--- config.mk ---
export PLATFORM = sky130hd
export DESIGN_NAME = ram_dp_async_read
export DESIGN_NICKNAME = d
export VERILOG_FILES = /design/src/rtl/ram_dp_async_read.sv
export SDC_FILE = /design/constraint.sdc
export NUM_CORES = 1
export LEC_CHECK = 0
export ABC_AREA = 1
export ABC_CLOCK_PERIOD_IN_PS = 4800
export BUFFER_PORTS_ARGS = -buffer_cell sky130_fd_sc_hd__buf_2
export CAP_MARGIN = 20
export CORE_AREA = 2 2 113 196
export CTS_BUF_LIST = sky130_fd_sc_hd__clkbuf_16
export DETAILED_ROUTE_END_ITERATION = 10
export DIE_AREA = 0 0 115 198
export PLACE_DENSITY = 0.56
export SYNTH_ARGS = -nofsm -noshare
export SYNTH_HDL_FRONTEND = slang
export SYNTH_SLANG_ARGS = --single-unit
--- constraint.sdc ---
create_clock -name clk -period 4.8 [get_ports clk]
set_input_delay 1.2 -clock clk [delete_from_list [all_inputs] [get_ports clk]]
set_output_delay 1.2 -clock clk [all_outputs]
set_load 0.03 [all_outputs]
--- src/rtl/ram_dp_async_read.sv ---
// Simple dual-port RAM: synchronous write port, combinational read port, contents cleared by rst.
// Optional write-first read forwarding is enabled by defining RAM_DP_RD_BYPASS_EN.
module ram_dp_async_read #(
  parameter int WIDTH = 8,
  parameter int DEPTH = 16,
  localparam int ADDR_W = $clog2(DEPTH)
) (
  input  logic              clk,
  input  logic              rst,
  input  logic              we_n,
  input  logic [ADDR_W-1:0] addr_wr,
  input  logic [WIDTH-1:0]  data_wr,
  input  logic [ADDR_W-1:0] addr_rd,
  output logic [WIDTH-1:0]  data_rd
);

  logic [WIDTH-1:0] mem_q [DEPTH];
  logic             wr_in_range_s;
  logic             rd_in_range_s;
  logic             wr_en_s;

  // Range checks only exist when DEPTH leaves unused address codes.
  generate
    if (DEPTH == (1 << ADDR_W)) begin : g_full_range
      assign wr_in_range_s = 1'b1;
      assign rd_in_range_s = 1'b1;
    end else begin : g_part_range
      assign wr_in_range_s = ({{(32-ADDR_W){1'b0}}, addr_wr} < 32'(DEPTH));
      assign rd_in_range_s = ({{(32-ADDR_W){1'b0}}, addr_rd} < 32'(DEPTH));
    end
  endgenerate

  // An X/Z on we_n compares as unknown and therefore never enables a write.
  assign wr_en_s = (we_n == 1'b0) && wr_in_range_s;

  always_ff @(posedge clk) begin
    if (rst) begin
      for (int i = 0; i < DEPTH; i++) begin
        mem_q[i] <= '0;
      end
    end else if (wr_en_s) begin
      mem_q[addr_wr] <= data_wr;
    end
  end

  always_comb begin
    data_rd = '0;
    if (rd_in_range_s) begin
      data_rd = mem_q[addr_rd];
    end else begin
      data_rd = '0;
    end
`ifdef RAM_DP_RD_BYPASS_EN
    // Forward the pending write so a same-address reader sees it before the edge.
    if (wr_en_s && !rst && rd_in_range_s && (addr_rd == addr_wr)) begin
      data_rd = data_wr;
    end else begin
      data_rd = data_rd;
    end
`endif
  end

endmodule

==> results.toml <==
[outcome]
status = "complete, no violations"

[sta]
hold_violations = 0
tightest_slew_ns = 0.9217
timing.slew.headroom_pct = 38.48
min_period_over_period_pct = 82.24
fin_setup_tns_ns = 0
setup-violations-final = 0
worst_slack_ns = 0.8524
max_freq_mhz = 253.3
grt_setup_unrepaired = "no"
period_needed_ns = 3.948
final_max_slew_viol_count = 0

[global_route]
grt_pass1_vias = 4410
grt_antenna_before_repair = 0
grt-busiest-layer = "met2"
overflow = 0
grt_first_pass_wirelength_um = 25070
met3_usage_pct = 2.755
grtUsageMet2_pct = 25.99
grt_usage_pct = 15.11
grt_max_degree = 65
use_met1_pct = 17.34

[power]
vdd_drop_max_v = 0.0002768
power.density_nw_per_um2 = 390.6
leakage_nw = 3.254

[clock_network]
ctsResizeCount = 0
cts_made_buffers = 17
cts_buffer_depth = 2
cts.sinks = 128
holdBufCountCts = 0
cts_root_buf = "clkbuf_16"
postCtsSetupBuffers = 0
cts_tree = "yes"
clk_pin_slew_worst_paths_ns = 0.05
htreeDepth = 4

[min_path]
hp-start = "addr_wr[3]"
min_path_type = "input port to flop"
min_to = "mem_q[4][4]"
hold_depth = 4

[die]
core_um2 = 21320
dieWidth_um = 115
start_util_pct = 29.30
ios = 27
die_h_um = 198
die-area_um2 = 22770
rows = 71

[worst_setup_path]
crit_cells = 8
path_class = "input port to output pin"
cp_common_cell = "nand3_1"
cp-start-kind = "input port"
slowest_delay_ns = 0.55
cp-startpoint = "addr_rd[0]"
crit_path_cell_trace = "buf_2, buf_4, nand2_1, nand3_1, nand3_1, nand3_1, nand2_1, buf_2"
slowest_stage = "buf_4"
critPathBufInv = 3
crit_family = "buffers and inverters"
crit_path_max_fanout = 64
worst-endpoint-required_ns = 3.60
arrival_ns = 2.75
critPathCaptureType = "output pin"

[detailed_routing]
viasPerCell = 4.588
dr.pass1.iters = 4
drt-total-wl_um = 16210
final_antenna_net_count = 0
drc = 0
wl_per_cell_um = 16.35
num_vias = 4547
drt_iter0_drc = 292

[yosys]
synth_area_leaders = "edfxtp_1, nand2_1, nor2_1"
yosys_register_bits = 128
yosysSeqAreaShare_pct = 61.53
netlist-cell-type-count = 12
synth_area_leader_cell = "edfxtp_1"
ys_warn_count = 0
syn-num-nets = 727
yosys.area.top_type_share_pct = 61.53
synth_cells = 708
syn_area_per_cell_um2 = 8.824
synth_area_um2 = 6247

[final_layout]
stdcell_area_um2 = 7166
area_growth_pct = 14.70
drive_gt1_share_pct = 10.33
diodes = 0
largest_reg_flops = 128
nets = 744
largest-register = "mem_q"
top_regs = "mem_q: 128 flops"

[placement]
port_buffers = 26
placed_area_um2 = 6609
hpwl_um = 10930
place_congestion = 0.7933
place_ws_ns = 0.8964

[job]
maxCapViolations = 0
[power by group]
part / switching [mW] / internal, mW / total, mW
Combinational: 0.191 / 0.0623 / 0.253
Clock: 0.444 / 0.792 / 1.24
Sequential: 0.0160 / 1.29 / 1.31
[synthesized netlist by cell type]
master    count
edfxtp_1    128
inv_1       113
buf_2        11
clkbuf_1     20
or2_2         1
nand2_1     185
nand2_2      16
nand3_1      96
nor2_1      131
nor3_4        4
inv_2         1
buf_1         2
[worst max path at each step]
| stage | end | slack [ns] |
|---|---|---|
| after global routing | data_rd[6] | 0.71 |
| after floorplan | data_rd[5] | 1.47 |
| after global placement | data_rd[5] | 0.89 |
| after CTS | data_rd[6] | 0.89 |
| final | data_rd[6] | 0.85 |
| after detailed placement | data_rd[6] | 0.90 |
[metal layers]
metal  share of wire, %  vias to the layer above  routed length [um]
met2                 53                      114                8591
met5                  0                        -                   0
met1                 40                     2138                6418
met3                3.5                       38                 567
met4                3.9                        0                 629
li1                   -                     2257                   -
[cell families after synthesis]
group                  Yosys count  share of synthesized area [%]
and+or+nand+nor                433                          29.42
buffers and inverters          147                          9.053
DFF                            128                          61.53
[tightest hold or removal path, stage by stage]
cell     delay, ns
buf_2         0.15
nor3_4        0.09
nand2_2       0.14
nor2_1        0.05
[area by class of cell]
type                       count  area [um2]
clock buffer                  17       425.4
timing repair buffer          31       180.2
sequential                   128        3844
multi-input combinational    433        1838
tap                          255       319.1
fill                        2254       14150
inverter                     114       427.9
clock inverter                13       131.4
[placed cells by master, fill, tap and decap left out]
| cell | netlist | final |
|---|---|---|
| buf_12 | 0 | 1 |
| inv_1 | 113 | 116 |
| clkinv_2 | 0 | 3 |
| nand2_1 | 185 | 185 |
| clkinv_1 | 0 | 4 |
| bufinv_16 | 0 | 3 |
| or2_2 | 1 | 1 |
| buf_2 | 11 | 26 |
| inv_2 | 1 | 1 |
| clkbuf_16 | 0 | 17 |
| nor2_1 | 131 | 131 |
| edfxtp_1 | 128 | 128 |
| nand3_1 | 96 | 96 |
| nor3_4 | 4 | 4 |
| nand2_2 | 16 | 16 |
| buf_4 | 0 | 4 |
[stage by stage]
step	util (%)	total power [mW]	hold WS, ns	cells
after global routing	33.61	2.886	1.401	991
final	33.61	2.799	1.385	991
after CTS	33.61	2.815	1.380	991
after global placement	31.00	1.584	1.809	961
after detailed placement	31.00	1.587	1.823	961
after floorplan	-	1.496	1.476	708
Power figures use the tool's default switching activity.
